$ cat config.mk
export PLATFORM = sky130hd
export DESIGN_NAME = ram_banked_flat
export DESIGN_NICKNAME = d
export VERILOG_FILES = /design/src/rtl/ram_banked_pkg.sv /design/src/rtl/ram_banked_if.sv /design/src/rtl/ram_banked_bank.sv /design/src/rtl/ram_banked.sv /design/src/flat_wrapper.sv
export SDC_FILE = /design/constraint.sdc
export NUM_CORES = 1
export LEC_CHECK = 0
export BUFFER_PORTS_ARGS = -buffer_cell sky130_fd_sc_hd__clkbuf_2
export CAP_MARGIN = 20
export CORE_MARGIN = 2
export CORE_UTILIZATION = 40
export CTS_CLUSTER_SIZE = 8
export DETAILED_ROUTE_END_ITERATION = 8
export PLACE_DENSITY = 0.61
export SETUP_SLACK_MARGIN = 0.15
export SYNTH_ARGS = -nofsm -noshare
export SYNTH_HDL_FRONTEND = slang
export SYNTH_SLANG_ARGS = --single-unit
$ cat constraint.sdc
create_clock -name CLK -period 3 [get_ports CLK]
set_input_delay 0.45 -clock CLK [delete_from_list [all_inputs] [get_ports CLK]]
set_output_delay 0.45 -clock CLK [all_outputs]
set_load 0.01 [all_outputs]
$ cat src/rtl/ram_banked_pkg.sv
// ---------------------------------------------------------------------------
// ram_pkg : shared definitions for the banked scratch RAM.
//   ram_state_t   : controller state (CLEAR = zero-fill running, READY = normal)
//   bsel_w()      : bank-select field width for a given bank count
//   DEF_DATA_W    : default word width
//   DEF_BANK_AW   : default address bits per bank
// ---------------------------------------------------------------------------
package ram_pkg;

   typedef enum logic {
      CLEAR = 1'b0,
      READY = 1'b1
   } ram_state_t;

   localparam int DEF_DATA_W  = 8;
   localparam int DEF_BANK_AW = 3;

   // A single bank needs no select field at all.
   function automatic int bsel_w(input int nbanks);
      return (nbanks <= 1) ? 0 : $clog2(nbanks);
   endfunction

endpackage

$ cat src/rtl/ram_banked_if.sv
// ---------------------------------------------------------------------------
// ram_banked_if : access bus of the banked RAM.
//   ADDR   : word address (bank field above word field)
//   DIN    : write data
//   RI     : write strobe
//   RD     : read request
//   DOUT   : read data, latency 1
//   DVALID : one-cycle pulse, DOUT updated this cycle
//   BUSY   : zero-clear running, RI/RD ignored
// master drives the requests, slave (the RAM) drives the responses.
// ---------------------------------------------------------------------------
interface ram_banked_if #(
   parameter int DATA_W = 8,
   parameter int ADDR_W = 4
);
   logic [ADDR_W-1:0] ADDR;
   logic [DATA_W-1:0] DIN;
   logic              RI;
   logic              RD;
   logic [DATA_W-1:0] DOUT;
   logic              DVALID;
   logic              BUSY;

   modport master (output ADDR, DIN, RI, RD, input DOUT, DVALID, BUSY);
   modport slave  (input ADDR, DIN, RI, RD, output DOUT, DVALID, BUSY);
endinterface

$ cat src/rtl/ram_banked_bank.sv
// ---------------------------------------------------------------------------
// ram_bank : one synchronous single-port bank of 2^BANK_AW words.
//   CLK : clock          EN : bank enable       WE : write enable
//   A   : word address   DI : write data        DO : registered read data
// DO only changes on an enabled read (EN & ~WE); it holds otherwise.
// ---------------------------------------------------------------------------
module ram_bank #(
   parameter int DATA_W  = 8,
   parameter int BANK_AW = 3
) (
   input  logic               CLK,
   input  logic               EN,
   input  logic               WE,
   input  logic [BANK_AW-1:0] A,
   input  logic [DATA_W-1:0]  DI,
   output logic [DATA_W-1:0]  DO
);

   logic [DATA_W-1:0] mem [2**BANK_AW];

   always_ff @(posedge CLK) begin
      if (EN) begin
         if (WE) mem[A] <= DI;
         else    DO     <= mem[A];
      end
   end

endmodule

$ cat src/rtl/ram_banked.sv
// ---------------------------------------------------------------------------
// ram_banked : NBANKS x 2^BANK_AW x DATA_W synchronous RAM.
//   CLK   : clock, rising edge
//   RESET : synchronous active-high reset (array contents untouched)
//   bus   : ram_banked_if.slave (ADDR, DIN, RI, RD -> DOUT, DVALID, BUSY)
// Read latency is one cycle. A simultaneous read/write returns the new data.
// With CLEAR_ON_RESET=1 every word is zeroed after reset, one word index per
// cycle across all banks in parallel, while BUSY is high.
// ---------------------------------------------------------------------------
module ram_banked
   import ram_pkg::*;
#(
   parameter int DATA_W         = DEF_DATA_W,
   parameter int BANK_AW        = DEF_BANK_AW,
   parameter int NBANKS         = 2,
   parameter int CLEAR_ON_RESET = 1
) (
   input  logic         CLK,
   input  logic         RESET,
   ram_banked_if.slave  bus
);

   localparam int BSEL_W   = bsel_w(NBANKS);
   localparam int BSEL_EFF = (BSEL_W > 0) ? BSEL_W : 1;
   localparam int ADDR_W   = BANK_AW + BSEL_W;
   localparam logic [BANK_AW-1:0] PTR_LAST = BANK_AW'((2**BANK_AW) - 1);

   ram_state_t         state_q;
   logic [BANK_AW-1:0] ptr_q;
   logic               busy_q;
   logic               dvalid_q;
   logic               zero_q;      // DOUT forced to 0 until the first read
   logic               byp_q;       // last read was a write-through
   logic [BSEL_EFF-1:0] bsel_q;     // bank of the last read
   logic [DATA_W-1:0]  byp_data_q;

   logic [BSEL_EFF-1:0] bank_sel;
   logic [BANK_AW-1:0]  word_addr;
   logic [BANK_AW-1:0]  bank_a;
   logic [DATA_W-1:0]   bank_di;
   logic                bank_we;
   logic                ready;
   logic                access;
   logic [NBANKS-1:0]   bank_en;
   logic [DATA_W-1:0]   bank_do [NBANKS];

   generate
      if (BSEL_W > 0) begin : g_sel
         assign bank_sel = bus.ADDR[ADDR_W-1:BANK_AW];
      end else begin : g_nosel
         assign bank_sel = '0;
      end
   endgenerate

   assign word_addr = bus.ADDR[BANK_AW-1:0];
   assign ready     = (state_q == READY);
   assign access    = ready & (bus.RI | bus.RD);

   // CLEAR drives every bank with a zero write at the sweep pointer.
   assign bank_we = ~ready | bus.RI;
   assign bank_a  = ready ? word_addr : ptr_q;
   assign bank_di = ready ? bus.DIN : '0;

   generate
      for (genvar g = 0; g < NBANKS; g++) begin : g_bank
         assign bank_en[g] = ~RESET & (~ready | (access & (bank_sel == BSEL_EFF'(g))));

         ram_bank #(.DATA_W(DATA_W), .BANK_AW(BANK_AW)) u_bank (
            .CLK (CLK),
            .EN  (bank_en[g]),
            .WE  (bank_we),
            .A   (bank_a),
            .DI  (bank_di),
            .DO  (bank_do[g])
         );
      end
   endgenerate

   // Control: clear sequencer and read-response flags.
   always_ff @(posedge CLK) begin
      if (RESET) begin
         state_q  <= (CLEAR_ON_RESET != 0) ? CLEAR : READY;
         busy_q   <= (CLEAR_ON_RESET != 0);
         ptr_q    <= '0;
         dvalid_q <= 1'b0;
         zero_q   <= 1'b1;
         byp_q    <= 1'b0;
      end else begin
         case (state_q)
            CLEAR: begin
               dvalid_q <= 1'b0;
               ptr_q    <= ptr_q + 1'b1;
               if (ptr_q == PTR_LAST) begin
                  state_q <= READY;
                  busy_q  <= 1'b0;
               end
            end
            READY: begin
               dvalid_q <= bus.RD;
               if (bus.RD) begin
                  zero_q <= 1'b0;
                  byp_q  <= bus.RI;
               end
            end
            default: state_q <= READY;
         endcase
      end
   end

   // Data side of the read response; qualified by the control flags above.
   always_ff @(posedge CLK) begin
      if (ready && bus.RD) begin
         bsel_q     <= bank_sel;
         byp_data_q <= bus.DIN;
      end
   end

   // Mux uses the registered bank so the data always matches the read address.
   assign bus.DOUT   = zero_q ? '0 : (byp_q ? byp_data_q : bank_do[bsel_q]);
   assign bus.DVALID = dvalid_q;
   assign bus.BUSY   = busy_q;

endmodule

$ cat src/flat_wrapper.sv
// flat-port wrapper written by rule: the top's interface ports become plain ports
module ram_banked_flat import ram_pkg::*;
#(
   parameter int DATA_W         = DEF_DATA_W,
   parameter int BANK_AW        = DEF_BANK_AW,
   parameter int NBANKS         = 2,
   parameter int CLEAR_ON_RESET = 1
)
  (CLK, RESET, bus_ADDR, bus_DIN, bus_RI, bus_RD, bus_DOUT, bus_DVALID, bus_BUSY);
  ram_banked_if #(.DATA_W(DATA_W), .ADDR_W(4)) bus_i ();
  input  logic CLK;
  input  logic RESET;
  input wire logic [$bits(bus_i.ADDR)-1:0] bus_ADDR;
  input wire logic [$bits(bus_i.DIN)-1:0] bus_DIN;
  input wire logic [$bits(bus_i.RI)-1:0] bus_RI;
  input wire logic [$bits(bus_i.RD)-1:0] bus_RD;
  output wire logic [$bits(bus_i.DOUT)-1:0] bus_DOUT;
  output wire logic [$bits(bus_i.DVALID)-1:0] bus_DVALID;
  output wire logic [$bits(bus_i.BUSY)-1:0] bus_BUSY;
  assign bus_i.ADDR = bus_ADDR;
  assign bus_i.DIN = bus_DIN;
  assign bus_i.RI = bus_RI;
  assign bus_i.RD = bus_RD;
  assign bus_DOUT = bus_i.DOUT;
  assign bus_DVALID = bus_i.DVALID;
  assign bus_BUSY = bus_i.BUSY;
  ram_banked #(.DATA_W(DATA_W), .BANK_AW(BANK_AW), .NBANKS(NBANKS), .CLEAR_ON_RESET(CLEAR_ON_RESET)) u_core (.CLK(CLK), .RESET(RESET), .bus(bus_i));
endmodule
== Word level (Yosys, flattened, before mapping) ==
Memories as Yosys holds them, arrays and structs flattened. A register that Yosys moved wholly into a read port is not among the register bits.
Cells that the tools add are included.
Storage, ports and cells
  RAM bits: 128
  register bits after elaboration: 17
  output and inout port bits: 10
  memories: 2
Memories
  u_core.g_bank[0].u_bank.mem: depth 8, bits a word 8, read ports 1, clocked after Yosys merged registers in 1, write ports 1, RTL line ram_banked_bank.sv:19  | logic [DATA_W-1:0] mem [2**BANK_AW];
  u_core.g_bank[1].u_bank.mem: depth 8, bits a word 8, read ports 1, clocked after Yosys merged registers in 1, write ports 1, RTL line ram_banked_bank.sv:19
Operators by class
  $lt $le $gt $ge: 1
  equal/unequal tests: 1
  mux-type cells: 15
  add/subtract/negate cells: 1
  reduce and logical (&&, ||, !) cells: 5
  bitwise logic cells: 14
Operators by type and width (number)
  two-way mux 8 bit: 6
  AND reduction 2 bit: 4
  two-way mux 1 bit: 7
  bitwise AND 1 bit: 5
  inverter 1 bit: 4
  bitwise OR 1 bit: 4
  adder 3 x 1 -> 3 bit (second input constant): 1
  == test 3 bit (second input constant): 1
  two-way mux 3 bit: 1
  >= comparator 2 bit (second input constant): 1
  inverter 1 -> 2 bit: 1
  case mux 1 bit (2 select lines): 1
  logical AND 1 bit: 1

== Longest topological paths before layout ==
Gate-level depths: netlist of the first run.
  word-level depth: 7
  gate-level depth with buffers: 7

== Hierarchy ==
Synthesis of the first run repeated with hierarchy kept, for this count alone.
Second synthesis, totals
  cell total of the unflattened synthesis: 330
  area total of the unflattened synthesis: 6465.0 um^2
Modules (own cells, without submodules)
  ram_bank: area an instance 2786.4 um^2, cells each 124, times used 2
  ram_banked: area an instance 892.1 um^2, cells each 82, times used 1

== Least setup slack after synthesis of the first run ==
OpenSTA, ideal clock, no wires.
  kind: register -> register
  start: reg u_core.state_q (netlist: u_core.ready)
  end: mem u_core.g_bank[0].u_bank.mem[0][0] (enable)
  data required time: 2.630 ns
  library setup time: 0.370 ns
  cell stages (with the launch flop): 7
  clock period less this slack: 2.035 ns
  buffers on the path: 3
  arrival time: 1.665 ns
  slack: 0.965 ns
  path through: dfxtp_1 > buf_6 > mux2i_1 > buf_2 > buf_1 > nand2_1 > nor2_1
Between the ends
  cells in the longest elaborated chain, start to end: 6
  elaborated cells between the ends (all ways): 10
  those cells by class: mux: 4; bitwise: 6
Ends and longest elaborated chain
  start: declaration: RTL line ram_banked.sv:28  | ram_state_t state_q;
  start signal: assignment: RTL line ram_banked.sv:82  | state_q <= (CLEAR_ON_RESET != 0) ? CLEAR : READY;
  bitwise AND 1 bit: RTL line ram_banked.sv:57  | assign access = ready & (bus.RI | bus.RD);
  bitwise AND 1 bit: RTL line ram_banked.sv:66  | assign bank_en[g] = ~RESET & (~ready | (access & (bank_sel == BSEL_EFF'(g))));
  bitwise OR 1 bit: RTL line ram_banked.sv:66
  bitwise AND 1 bit: RTL line ram_banked.sv:66
  two-way mux 1 bit: RTL line ram_banked_bank.sv:22  | if (EN) begin
  two-way mux 1 bit (implied by the code): RTL line ram_banked_bank.sv:23  | if (WE) mem[A] <= DI;
  end: declaration: RTL line ram_banked_bank.sv:19
Several ways; a longest one is shown, not always the timed one.

== Final worst setup path of the first run ==
  start: reg u_core.ptr_q[0]
  end: mem u_core.g_bank[1].u_bank.mem[7][1] (enable)
Between the ends
  cells in the longest elaborated chain, start to end: 1
Ends and longest elaborated chain
  start: declaration: RTL line ram_banked.sv:29  | logic [BANK_AW-1:0] ptr_q;
  start signal: assignment: RTL line ram_banked.sv:92  | ptr_q <= ptr_q + 1'b1;
  two-way mux 3 bit: RTL line ram_banked.sv:61  | assign bank_a = ready ? word_addr : ptr_q;
  end: declaration: RTL line ram_banked_bank.sv:19
No other way between the ends.

==> results of run 1 <==
per-layer routing:
layer	vias up	track usage	wire, um
met5	-	0	0
met4	0	0.0563	158
met3	14	0.0508	629
met2	108	0.294	7100
met1	1916	0.228	6430
li1	1819	-	-
cell usage in the layout, fill, tap and decap left out, types with 2 or more instances in the layout:
master       n
nand2b_1     2
ha_1         2
mux2i_1     10
clkbuf_16   17
nor2_1      40
and2_1       8
clkbuf_2    25
inv_1        3
edfxtp_1   153
clkbuf_1     7
bufinv_16    3
a32oi_1      2
a21o_1       2
or4_1       16
clkinv_2     4
a21oi_1     75
dfxtp_1      8
nand2_1    137
buf_4       13
flip-flops by register name (all words and copies together) (netlist names):
signal / flops
u_core.g_bank.u_bank.DO: 16
u_core.bus.DVALID: 1
u_core.byp_q: 1
u_core.ready: 1
u_core.byp_data_q: 8
u_core.bus.BUSY: 1
u_core.g_bank.u_bank.mem: 128
u_core.ptr_q: 3
u_core.zero_q: 1
u_core.bsel_q: 1
final timing paths:
check | from | end | slack, ps | depth (start not counted)
setup / recovery | u_core.ptr_q[0] | u_core.g_bank[1].u_bank.mem[7][1] | 670 | 3
hold / removal | bus_DIN[6] | u_core.byp_data_q[6] | 220 | 1
setup reg to reg | u_core.ptr_q[0] | u_core.g_bank[1].u_bank.mem[7][1] | 670 | 3
hold reg to reg | u_core.bus.BUSY | u_core.bus.BUSY | 480 | 1
report_power, final:
group	total [mW]	switching, mW	internal [mW]
combinational	0.296	0.206	0.0895
sequential	2.52	0.0175	2.51
clock	2.11	0.789	1.32
critical path: cells and delay by family (launching register included):
family / cells / cell delay (ps)
DFF: 1 / 440
and+or+nand+nor: 2 / 830
muxes: 1 / 660
stage by stage:
stage                     cells   util  setup slack (ps)  total power, mW  instance area [um^2]
after floorplan             496      -               965             2.77                  6380
after global placement      720  0.428               643             2.86                  6720
after detailed placement    720  0.428               578             2.86                  6720
after CTS                   752  0.464               668             4.96                  7300
after global routing        752  0.464               455             5.08                  7300
final                       752  0.464               673             4.93                  7300
cell families after synthesis:
kind of cell	synth area share
muxes	0.0196
DFF	0.745
adders and majority gates	0.00392
and+or+nand+nor	0.136
buffers and inverters	0.0276
AOI/OAI and AO/OA	0.0665
xor gates and xnor gates	0.00137
layout make-up:
cell class,instances,area share
flip-flops and latches,161,0.651
clock buffers,25,0.0638
clock inverters,7,0.0151
inverters,3,0.00154
multi-input cells,302,0.201
well taps,216,0.0370
repair buffers,38,0.0305
==> out/metrics.csv, run 1 <==
metric;value;unit
max-cap violations;0;
Cell variety after synth;24;
Least-Margin Pin Slew;921;ps
Synth Flop Type;edfxtp_1;
GPL Wtd Cong;0.803;
Die H;130;um
LEAKAGE;2.63;nW
crit path DAT;2380;ps
TritonCTS clock tree;yes;
syn_nets;514;
GRT overflow;0;
layout cells sized above 1;0.121;
area share of the largest cell type after synthesis;0.720;
crit path launch type;flip-flop;
initial core utilization;0.406;
vias per std cell;5.13;
pin count of the biggest net entering global routing;67;
post-route setup TNS;0;ps
number of remaining DRC errors;0;
multi-input logic area;0.00146;mm^2
Crit. End Element;flip-flop;
endpoints failing setup;0;
FMAX;0.430;GHz
die area;0.0170;mm^2
number of flops mapped to enable cells by yosys;153;
Final Critical Period;2330;ps
Vias;3857;
final wirelength;14.3;mm
Post-Syn Area;0.00638;mm^2
status;completed;
Die X;130;um
RSZ-0062 raised after global routing;false;
Clock Sinks;161;
worst-case clock buffer depth;2;
Fin. Hold Viols;0;
cell accounting for the most synthesized area;edfxtp_1;
Rel. slew slack;0.386;
IO Port Bufs;25;
Worst-path clk slew;60;ps
most common cell in the synthesized netlist;edfxtp_1;
final worst path period share;0.776;
vias in the first global route;3742;
post-route ant nets;0;
setup bufs post-CTS;0;
ys async rst share;0;
largest cells by area after synthesis;edfxtp_1 72%, nand2_1 8.1%, a21oi_1 5.9%, dfxtp_1 2.5%, nor2_1 2.4%;
Register Area;0.00475;mm^2
first-pass GRT wire length;21.1;mm
Post-CTS Hold Buffers;0;
Fillers;1395;
CP Class;reg2reg;
Pins Over Slew Limit;0;
crit-path cells;mux2_4, nand2_1, nor2_1;
Nets;541;
Fin Hold WS;217;ps
n_diodes;0;
DP Wirelength;8.97;mm
Ys Warns;0;
TritonRoute pass-1 iters;5;
number of top-level pins;26;
synth cell count leaders;153 x edfxtp_1, 137 x nand2_1, 75 x a21oi_1;
root buf cell;clkbuf_16;
crit path max fanout;66;
Required @ worst endpoint;3050;ps
H-tree depth;4;
Resize count post-CTS;0;
Syn Inst Count;496;
Core ar.;0.0157;mm^2
VDD IR max;0.445;mV
CTS buffer count;17;
Seq cells post-synth;161;
synth-to-layout area growth;14.4;%
Skew-Pair Late Insertion Delay;420;ps
PD cells;676;mW/mm^2
worst min path class;in2reg;
register area share after synthesis;0.745;
Placement Rows;46;
mean post-synth cell area;12.9;um^2
Critical-path top delay cell;mux2_4;
Clock Skew;6.85;ps
max incr delay on CP;660;ps
Initial DRC Count;442;
total global-route track usage;0.178;
initial antenna violation count;0;
wire length per cell;19.0;um
Note: power is estimated with default switching activity, not from simulation.
==> run 2: changes to the inputs <==
- PLACE_DENSITY: 0.61 -> 0.63
- clock period: 3 -> 1.9 ns (I/O delays scaled with it)
==> out/metrics.csv, run 2 (same netlist as run 1, synthesis figures left out) <==
metric;value;unit
R2R depth;7;
Clk pwr share;0.405;
Top Registers;u_core.g_bank.u_bank.mem x128, u_core.g_bank.u_bank.DO x16, u_core.byp_data_q x8;
Seq pwr share;0.499;
Fillers;1289;
sw frac;0.221;
TritonRoute pass-1 iters;7;
Worst-path clk slew;60;ps
Required @ worst endpoint;2060;ps
Die X;130;um
Placement Rows;46;
Register Area;0.00476;mm^2
Largest register FFs;128;
root buf cell;clkbuf_16;
Vias;4133;
Skew-Pair Late Insertion Delay;420;ps
hold path cells;1;
Nets;595;
final worst setup slack;-51.4;ps
most frequent cells in the layout;153 x edfxtp_1, 120 x nand2_1, 57 x a21oi_1;
Internal;6.22;mW
final worst path period share;1.03;
endpoints failing setup;12;
total global-route track usage;0.187;
fin area;0.00817;mm^2
max incr delay on CP;520;ps
die area;0.0170;mm^2
Placement Setup Slack;-96.0;ps
most flop-heavy register;u_core.g_bank.u_bank.mem;
number of remaining DRC errors;0;
crit path DAT;2110;ps
vias in the first global route;3967;
worst-case clock buffer depth;2;
wire length per cell;18.8;um
Final Critical Period;1950;ps
IO Port Bufs;25;
Fin Hold WS;58.3;ps
DP Area;0.00718;mm^2
TritonCTS clock tree;yes;
crit path max fanout;8;
sw power;1.76;mW
Buf/Inv on CP;3;
crit path launch type;flip-flop;
FMAX;0.512;GHz
Critical-path top delay cell;or4_1;
synth-to-layout area growth;28.0;%
GRT overflow;0;
status;finished with violations;
LEAKAGE;3.00;nW
multi-input logic area;0.00173;mm^2
Die H;130;um
first-pass GRT wire length;22.9;mm
Pins Over Slew Limit;0;
CP Depth;7;
Gate power share;0.096;
H-tree depth;4;
crit-path cells;buf_6, mux2i_4, buf_12, clkbuf_16, nand2_2, a21oi_2, or4_1;
Clock Sinks;161;
VDD IR max;0.718;mV
most common cell after layout, fill and taps aside;edfxtp_1;
initial core utilization;0.406;
Post-CTS Hold Buffers;0;
n_diodes;0;
final wirelength;15.2;mm
pin count of the biggest net entering global routing;21;
DP Wirelength;9.48;mm
Rel. slew slack;0.743;
CTS buffer count;17;
GPL Wtd Cong;0.821;
max-cap violations;0;
Initial DRC Count;377;
failing checks;negative setup slack;
Finished Layout Cells;806;
initial antenna violation count;0;
vias per std cell;5.13;
worst min path class;in2reg;
RSZ-0062 raised after global routing;true;
post-route ant nets;0;
Core ar.;0.0157;mm^2
Fin. Hold Viols;0;
CP Class;reg2reg;
layout cells sized above 1;0.307;
number of top-level pins;26;
Clock Skew;7.23;ps
CP delay by family, top;simple AND/OR/NAND/NOR gates;
Least-Margin Pin Slew;385;ps
PD cells;977;mW/mm^2
Crit. End Element;flip-flop;
placed insts;757;
run 2: changes by cell type in the layout (fill, tap and decap cells not counted), sizes merged:
cell,change
buf,+54
bufbuf,+1
bufinv,-1
clkbuf,-5
clkinv,+1
clkinvlp,+4
run 2: worst paths after layout:
kind	slack, ps	end	from
setup / recovery	-50	u_core.g_bank[1].u_bank.DO[1]	u_core.ready
hold / removal	60	u_core.byp_data_q[3]	bus_DIN[3]
setup reg to reg	-50	u_core.g_bank[1].u_bank.DO[1]	u_core.ready
hold reg to reg	460	u_core.bus.BUSY	u_core.bus.BUSY
run 2: final cells by class:
class / count / area share
Clock inverter: 11 / 0.0141
Sequential cell: 161 / 0.583
Clock buffer: 21 / 0.0539
Tap cell: 216 / 0.0331
Inverter: 3 / 0.00138
Timing Repair Buffer: 92 / 0.104
Multi-Input combinational cell: 302 / 0.211
run 2: worst reg2reg max path: stages (launching register included):
cell	delay, ps
dfxtp_2	340
buf_6	140
mux2i_4	230
buf_12	170
clkbuf_16	160
nand2_2	70
a21oi_2	60
or4_1	520
run 2: routing by layer:
layer | vias up | wire length (um) | GRT usage
met3 | 21 | 999 | 0.0435
met5 | - | 0 | 0
li1 | 1935 | - | -
met4 | 0 | 259 | 0.0620
met1 | 2019 | 6720 | 0.258
met2 | 158 | 7210 | 0.294
run 2: metrics by stage:
stage          power [mW]  setup TNS, ps  utilization
6_report             7.98           -260        0.520
5_1_grt              8.23          -3010        0.520
4_1_cts              7.98          -31.6        0.511
3_5_place_dp         4.65          -1290        0.457
3_3_place_gp         4.63           -211        0.457
2_1_floorplan        4.39              0            -
run 2: timing repair:
action	4_1_cts	5_1_grt
gates resized for setup	37	33
buffers inserted	11	1
setup endpoints to repair	101	160
pin swaps	7	8
gates cloned	3	2
run 2: power groups by stage:
stage	Sequential [mW]	Combinational [mW]	Clock, mW
after detailed placement	4.05	0.600	0
after floorplan	4.04	0.348	0
after CTS	3.98	0.711	3.29
final	3.98	0.764	3.23
after global routing	3.99	0.819	3.42
after global placement	4.05	0.581	0
